===== src/rtl/calculation.sv =====
// Squared-distance datapath: D = a-b, SQ = D*D, Sum += SQ, each stage with its own enable.
// Latency: 3 edges from data inputs to a Sum contribution; no backpressure, the enables are trusted as given.
module calculation #(
  parameter int WIDTH = 24
) (
  output logic [WIDTH-1:0] Sum,
  input  logic [WIDTH-1:0] data_1,
  input  logic [WIDTH-1:0] data_2,
  input  logic             E_Square,
  input  logic             E_Sum,
  input  logic             Store_D,
  input  logic             clk,
  input  logic             rst
);

  logic [WIDTH-1:0] r_d;
  logic [WIDTH-1:0] r_sq;
  logic [WIDTH-1:0] r_sum;
  logic [WIDTH-1:0] w_diff;
  logic [WIDTH-1:0] w_sq;
  logic [WIDTH-1:0] w_acc;

  // Only the low WIDTH bits of the product survive, so signedness of D does not matter.
  assign w_diff = data_1 - data_2;
  assign w_sq   = r_d * r_d;
  assign w_acc  = r_sum + r_sq;

  always_ff @(posedge clk or negedge rst) begin
    if (!rst) begin
      r_d <= '0;
    end else if (Store_D) begin
      r_d <= w_diff;
    end
  end

  always_ff @(posedge clk or negedge rst) begin
    if (!rst) begin
      r_sq <= '0;
    end else if (E_Square) begin
      r_sq <= w_sq;
    end
  end

  // Accumulator wraps silently; only reset clears it between vectors.
  always_ff @(posedge clk or negedge rst) begin
    if (!rst) begin
      r_sum <= '0;
    end else if (E_Sum) begin
      r_sum <= w_acc;
    end
  end

  assign Sum = r_sum;

endmodule


===== config.mk =====
export PLATFORM = sky130hd
export DESIGN_NAME = calculation
export DESIGN_NICKNAME = d
export VERILOG_FILES = /design/src/rtl/calculation.sv
export SDC_FILE = /design/constraint.sdc
export NUM_CORES = 1
export LEC_CHECK = 0
export ABC_AREA = 1
export CORE_UTILIZATION = 25
export DETAILED_ROUTE_END_ITERATION = 8
export GPL_ROUTABILITY_DRIVEN = 0
export PLACE_DENSITY = 0.4
export SLEW_MARGIN = 20
export SYNTH_ARGS = -nofsm -noshare
export SYNTH_HDL_FRONTEND = slang
export SYNTH_SLANG_ARGS = --single-unit

===== constraint.sdc =====
create_clock -name clk -period 11.6 [get_ports clk]
set_input_delay 3.48 -clock clk [delete_from_list [all_inputs] [get_ports clk]]
set_output_delay 3.48 -clock clk [all_outputs]
set_load 0.02 [all_outputs]

==> reports/metrics.cfg, run 1 <==
[synthesis]
synth_cells = 1792
synthFlopType = dfrtp_1
async_flop_share_pct = 100
ys_warn_count = 0
syn_area_per_cell_um2 = 7.43
yosysUniqueCellTypes = 46
ys_seq_elements = 71
syn-num-nets = 2165
synth_area_um2 = 13300
yosysSeqAreaShare_pct = 13.3
synth_edf_count = 0

[sta]
worstMarginPinSlew_ps = 1140
slew_violations = 0
period_needed_ps = 6740
rsz0062_at_grt = false
hold_viol = 0
fin_crit_sh_pct = 58.1
setup_violations = 0
fin_worst_skew_ps = 13.7
clock.fmax_ghz = 0.148
slew_headroom_pct = 24.3
tns_ps = 0

[die]
core-area_um2 = 52600
ios = 77
dieWidth_um = 233
start_util_pct = 25.3
row_count = 84
die_y_um = 233
dieArea_um2 = 54200

[grt]
grtUsageTotal_pct = 13.9
grt_pass1_wl_mm = 59.2
grt.overflow.total = 0
antenna_found_initial = 0
first_global_vias = 11419
grt_max_degree = 72

[clock_tree]
postCtsSetupRepairBufs = 0
htree_levels = 3
root_buffer = clkbuf_16
clk_latency_ps = 360
hold_buffers = 0
clkSinkCount = 71
clockBufferDepth = 2
cts_tree = built
clk_pin_slew_ps = 70
cts_resized = 0
cts_buffers = 9

[placement]
hpwl_mm = 29.9
port_buffers = 76

[routing]
drt-total-wl_mm = 35.7
via_per_inst = 4.19
ant_nets = 0
drtPass1Iterations = 5
drc = 0
drt_iter0_drc = 442
route.vias.total = 10631
wl_per_cell_um = 14.1

[worst_setup_path]
cp.arrival_ps = 7000
r2r-start = r_d[1]$_DFFE_PN0P_
end_kind = flip-flop
crit_slowest_cell = dfrtp_1
path_delay_family = adder cells
path_buf_inv = 5
crit_start = r_d[1]$_DFFE_PN0P_
worstPathCellList = nand2_1 -> fa_1 -> fa_1 -> inv_1 -> fa_1 -> inv_1 -> fa_1 -> inv_1 -> fa_1 -> fa_1 -> inv_1 -> fa_1 -> inv_1 -> ha_1 -> nand2_1 -> nor4_1 -> nand4_1 -> a31o_2 -> a31oi_1
slowest_delay_ps = 1090
worstPathRequired_ps = 11860
crit_fanout = 24
crit_type = reg2reg
cpMostUsedCell = fa_1
startpoint_type = flip-flop

[worst_hold_path]
hold_start = Sum[23]$_DFFE_PN0P_
hold_class = reg2reg

[status]
status = completed

[cells_and_area]
layout_commonest_cell = inv_1
area_growth_pct = 13.5
n_antenna_cell = 0
drive_gt1_share_pct = 3.14
mostFrequentLayoutCells = inv_1, nand2_1, fa_1
final_nets = 2215

[run]
drv_cap = 0

==> kinds of logic (layout without fill, tap and decap cells) <==
kind of cell	count (synthesis)	in the layout	share of synthesized area [%]
AOI/OAI and AO/OA	197	197	8.60
xor gates and xnor gates	39	39	2.56
adders and majority gates	320	320	40.6
buffers and inverters	532	587	15.2
DFF	71	71	13.3
and+or+nand+nor	633	633	19.7
==> area by class of cell <==
| class | instances | area, um^2 |
|---|---|---|
| Clock buffer | 12 | 246 |
| Clock inverter | 4 | 77.6 |
| Fill cell | 5765 | 37400 |
| Inverter | 491 | 1840 |
| Multi-Input combinational cell | 1189 | 9520 |
| Sequential cell | 71 | 1780 |
| Tap cell | 688 | 861 |
| Timing Repair Buffer | 80 | 788 |
==> per-layer routing <==
metal,vias up,GRT usage [%],wire length [um]
met1,4956,17.9,16900
met2,167,24.9,17400
li1,5480,-,-
met5,-,0,0
met4,0,2.84,464
met3,28,1.54,950
==> Yosys cell counts (6+ instances only) <==
cell type  count  area [um^2]
xnor2_1       18          158
or2_1          7         43.8
nand3_1       69          345
a21oi_1       66          330
o21ai_1        6         30.0
nor3_1        12         60.1
a21o_1         9         67.6
nand2_1      440         1650
buf_4          6         45.0
nand2_2        6         37.5
inv_1        485         1820
or2_2         11         68.8
nand4_1       12         75.1
o21ai_0       67          335
o21bai_1       9         67.6
clkbuf_1      29          109
nor2_1        62          233
a31oi_1       13         81.3
dfrtp_1       71         1780
fa_1         187         3740
ha_1         133         1660
xor2_1        21          184
==> flip-flops by register name, summed over array words and instances, names as in the netlist <==
signal  flops
Sum        24
r_d        24
r_sq       23
==> worst paths after layout <==
path,endpoint,slack (ps),depth (start not counted)
min in group asynchronous,Sum[12]$_DFFE_PN0P_,3280,1
worst min register to register,Sum[23]$_DFFE_PN0P_,470,1
worst max register to register,r_sq[22]$_DFFE_PN0P_,4860,19
worst min-delay path,Sum[23]$_DFFE_PN0P_,470,1
max in group asynchronous,r_d[20]$_DFFE_PN0P_,7670,1
worst max-delay path,r_sq[22]$_DFFE_PN0P_,4860,19
==> per-stage QoR <==
step,setup slack [ps],cells,util [%],area (um^2),hold WS [ps]
after global placement,4890,2519,28.1,14800,461
after floorplan,5680,1792,-,13300,446
after detailed placement,4850,2519,28.1,14800,471
final,4860,2535,28.8,15100,470
after global routing,4530,2535,28.8,15100,514
after CTS,4810,2535,28.8,15100,480
Power of run 1 is not shown: default switching activity piles up to over one toggle a cycle in this logic, so the estimate is an artifact.
==> inputs of run 2 (changes only) <==
- PLACE_DENSITY: 0.4 -> 0.41
- clock period: 11.6 -> 5.6 ns (I/O delays scaled with it)
==> reports/metrics.cfg, run 2 (synthesis results as in run 1) <==
[sta]
clock.fmax_ghz = 0.172  ; +16%
period_needed_ps = 5830  ; -910 ps
setup_violations = 7  ; +7
fin_worst_skew_ps = 13.1  ; -0.551 ps
slew_headroom_pct = 33.7  ; +9.4 points
worstMarginPinSlew_ps = 994  ; -142 ps
fin_crit_sh_pct = 104  ; +46 points
hold_viol = 0  ; unchanged
slew_violations = 0  ; unchanged
rsz0062_at_grt = true
fin_ws_ps = -230  ; -5090 ps

[clock_tree]
clk_pin_slew_ps = 70  ; about the same
clockBufferDepth = 2  ; unchanged
htree_levels = 3  ; unchanged
root_buffer = clkbuf_16
clkSinkCount = 71  ; unchanged
cts_tree = built
cts_buffers = 9  ; unchanged
hold_buffers = 0  ; unchanged
clk_latency_ps = 370  ; about the same

[grt]
grtUsageTotal_pct = 14.8  ; +0.87 points
grt.overflow.total = 0  ; unchanged
top_usage_layer = met2
grt_pass1_wl_mm = 63.0  ; +6.3%
grt_max_degree = 72  ; unchanged
use_met2_pct = 27.6  ; +2.7 points
grtUsageMet3_pct = 1.73  ; +0.18 points
antenna_found_initial = 0  ; unchanged
first_global_vias = 12351  ; +8.2%
gr-usage-met1_pct = 18.2  ; +0.27 points

[worst_setup_path]
end_kind = flip-flop
slowest_delay_ps = 520  ; -570 ps
path_buf_inv = 9  ; +4
path_delay_family = adder cells
crit_fanout = 7  ; -71%
worstPathRequired_ps = 5850  ; -6010 ps
cp.arrival_ps = 6080  ; -920 ps
crit_slowest_cell = fa_1
startpoint_type = flip-flop
cpMostUsedCell = inv_1
crit_type = reg2reg

[die]
core-area_um2 = 52600  ; unchanged
die_y_um = 233  ; unchanged
dieArea_um2 = 54200  ; unchanged
dieWidth_um = 233  ; unchanged
ios = 77  ; unchanged
row_count = 84  ; unchanged
start_util_pct = 25.3  ; unchanged

[cells_and_area]
n_antenna_cell = 0  ; unchanged
final_nets = 2420  ; +9.3%
area_growth_pct = 30.6
finish.utilization_pct = 33.1  ; +4.3 points
layout_commonest_cell = inv_1
mostFrequentLayoutCells = inv_1, nand2_1, buf_4
drive_gt1_share_pct = 19.5  ; +16 points

[placement]
port_buffers = 76  ; unchanged
hpwl_mm = 32.4  ; +8.2%

[routing]
drc = 0  ; unchanged
wl_per_cell_um = 13.8  ; -2.2%
drt_iter0_drc = 315  ; -29%
drtPass1Iterations = 4  ; -1
ant_nets = 0  ; unchanged
drt-total-wl_mm = 37.8  ; +5.7%
via_per_inst = 4.16  ; -0.82%
route.vias.total = 11397  ; +7.2%

[worst_hold_path]
hold_class = reg2reg

[run]
drv_cap = 0  ; unchanged

[status]
status = finished, violations left
violations = setup timing

## run 2: cell type report
class                   count  area (um^2)
fillers                  5723        35200
clock inverters             7          103
inverters                 491         1840
multi-input cells        1189        10000
flip-flops and latches     71         1790
clock buffers               9          225
repair buffers            285         2540
well taps                 688          861
## run 2: per-layer routing
layer  up-vias  wire, um
met1      5367     16800
met4         0       429
li1       5878         -
met3        25      1100
met5         -         0
met2       127     19500
## run 2: per-stage QoR
stage               setup slack (ps)  cells  hold slack, ps  area, um^2  setup TNS [ps]
floorplan                      -3.44   1792             446       13500           -3.44
global placement                -365   2695             458       16300           -2970
detailed placement              -402   2695             474       16300           -3330
CTS                             -241   2731             483       17200           -1130
global route                    -481   2740             509       17400           -3190
finish                          -230   2740             470       17400            -715
## run 2: path summary, 6_finish.rpt
check                                     from                    to  slack (ps)  cells after the start
setup / recovery           r_d[14]$_DFFE_PN0P_  r_sq[23]$_DFFE_PN0P_        -230                     27
hold / removal             Sum[23]$_DFFE_PN0P_   Sum[23]$_DFFE_PN0P_         470                      1
setup reg to reg           r_d[14]$_DFFE_PN0P_  r_sq[23]$_DFFE_PN0P_        -230                     27
hold reg to reg            Sum[23]$_DFFE_PN0P_   Sum[23]$_DFFE_PN0P_         470                      1
max in group asynchronous                  rst    r_d[2]$_DFFE_PN0P_        3390                      1
min in group asynchronous                  rst    Sum[5]$_DFFE_PN0P_        1450                      1
## run 2: repair_timing
| action | 4_1_cts | 5_1_grt |
|---|---|---|
| pin swaps | 64 | 47 |
| buffers inserted | 19 | 10 |
| resized for setup | 113 | 56 |
| endpoints found under the setup margin | 12 | 12 |
| gates cloned | 1 | 0 |
Power of run 2 is left out for the same reason.
==> patch, RTL diff (settings of run 1) <==
The parameter `WIDTH` goes from 24 to 32.
--- a/src/rtl/calculation.sv
+++ b/src/rtl/calculation.sv
@@ -2,5 +2,5 @@
 // Latency: 3 edges from data inputs to a Sum contribution; no backpressure, the enables are trusted as given.
 module calculation #(
-  parameter int WIDTH = 24
+  parameter int WIDTH = 32
 ) (
   output logic [WIDTH-1:0] Sum,
Interface: changed (resized Sum, data_1 and data_2); port bits go from 77 to 101. No check against the original RTL was run, so the function may have changed too.
==> patch against run 1 <==
Setup slack got worse by 0.54 ns. Routed wire length rose by 70%. Non-clock buffer count rose by 35. Sequential cell count rose by 24. Clock skew rose by 0.00060 ns. Design area rose by 58%. Via count rose by 59%. Fmax fell by 7.4%. Synthesized area rose by 60%. Die area rose by 60%. Critical path type unchanged. Critical endpoint is now r_sq[26]. Highest routed layer unchanged.
Power is not shown: default switching activity piles up to over one toggle a cycle in this logic, so the estimate is an artifact.
==> patch: results (changes against run 1) <==
Worst-skew pair later-pin latency: 0.40 ns (+0.04 ns)
Worst path arrival time: 7.52 ns (+0.52 ns)
Most used DFF post-synth: dfrtp_1
Worst Tran Pin Value: 1.07 ns (-0.0688 ns)
Share of flip-flops with an asynchronous set or reset: 1.00 (unchanged)
Synth top cells by count: inv_1, nand2_1, fa_1
N_diodes: 0 (unchanged)
GR Util met3: 0.0140 (-0.00139)
Via count: 16.9k (+59%)
Dpl hpwl: 50.8 mm (+70%)
Area share of fa/ha/maj cells after synthesis: 0.455 (+0.0492)
Met3 wire len: 1.86 mm (+96%)
Status: finished clean
Synth unique cells: 46 (unchanged)
First-pass iteration count of the detailed router: 5 (unchanged)
Proportion of layout cells with a drive suffix above 1: 0.0253 (-0.00610)
Grt met1 use: 0.206 (+0.0274)
First DRT Iteration DRCs: 780 (+76%)
First-pass GRT wire length: 99.5 mm (+68%)
Crit Path Max Fanout: 20 (-17%)
Worst hold path class: register to register
Seq/Total Area, Yosys: 0.111 (-0.0219)
Total track usage: 0.147 (+0.00726)
Met2 WL: 27.8 mm (+60%)
Yosys warning count: 0 (unchanged)
CP peak stage delay: 0.91 ns (-0.18 ns)
GR met2 Demand/Resource: 0.243 (-0.00677)
Wirelength, routed: 60.6 mm (+70%)
DP Area: 23500 µm² (+59%)
Maximum clock path buffer count: 2 (unchanged)
CTS clk-pin slew, worst paths: 0.07 ns (about the same)
Area contributors post-synth: fa_1, inv_1, nand2_1, ha_1, dfrtp_1
Wl on met1: 30.0 mm (+77%)
Root Driver: clkbuf_16
Worst path top cell family by delay: adder cells
Synth Area in Compound Gates: 0.0776 (-0.00841)
# nets final: 3467 (+57%)
Clock skew: 0.0143 ns (+0.000598 ns)
DP Worst Slack: 4.31 ns (-0.541 ns)
PortBufs: 100 (+32%)
Pin count of the biggest net entering global routing: 66 (-8.3%)
CTS tree: done
Vias in the first global route: 18.5k (+62%)
Syn_nets: 3418 (+58%)
Synth Area in XOR/XNOR: 0.0242 (-0.00148)
Post-Syn Instances: 2792 (+56%)
Max Used Layer: met4
Final Non-Filler Cells: 3980 (+57%)
## patch: final cells by class
| class | instances | area (µm²) |
|---|---|---|
| Fill cell | 9278 | 60300 |
| Tap cell | 1134 | 1420 |
| Sequential cell | 95 | 2380 |
| Multi-Input combinational cell | 1884 | 15900 |
| Clock inverter | 4 | 30.0 |
| Inverter | 736 | 2760 |
| Clock buffer | 12 | 236 |
| Timing Repair Buffer | 115 | 1110 |
## patch: path summary, 6_finish.rpt
path	start	end	slack [ns]	cells after the start
worst max-delay path	r_d[13]	r_sq[26]	4.32	26
worst min-delay path	r_d[6]	r_d[6]	0.49	2
worst max register to register	r_d[13]	r_sq[26]	4.32	26
worst min register to register	r_d[6]	r_d[6]	0.49	2
max in group asynchronous	rst	r_d[4]	7.20	2
min in group asynchronous	rst	Sum[5]	3.02	1
## patch: worst min-delay path: stages (launching register included)
cell and delay (ns):
dfrtp_1 0.34, nand2_1 0.05, o21ai_0 0.06
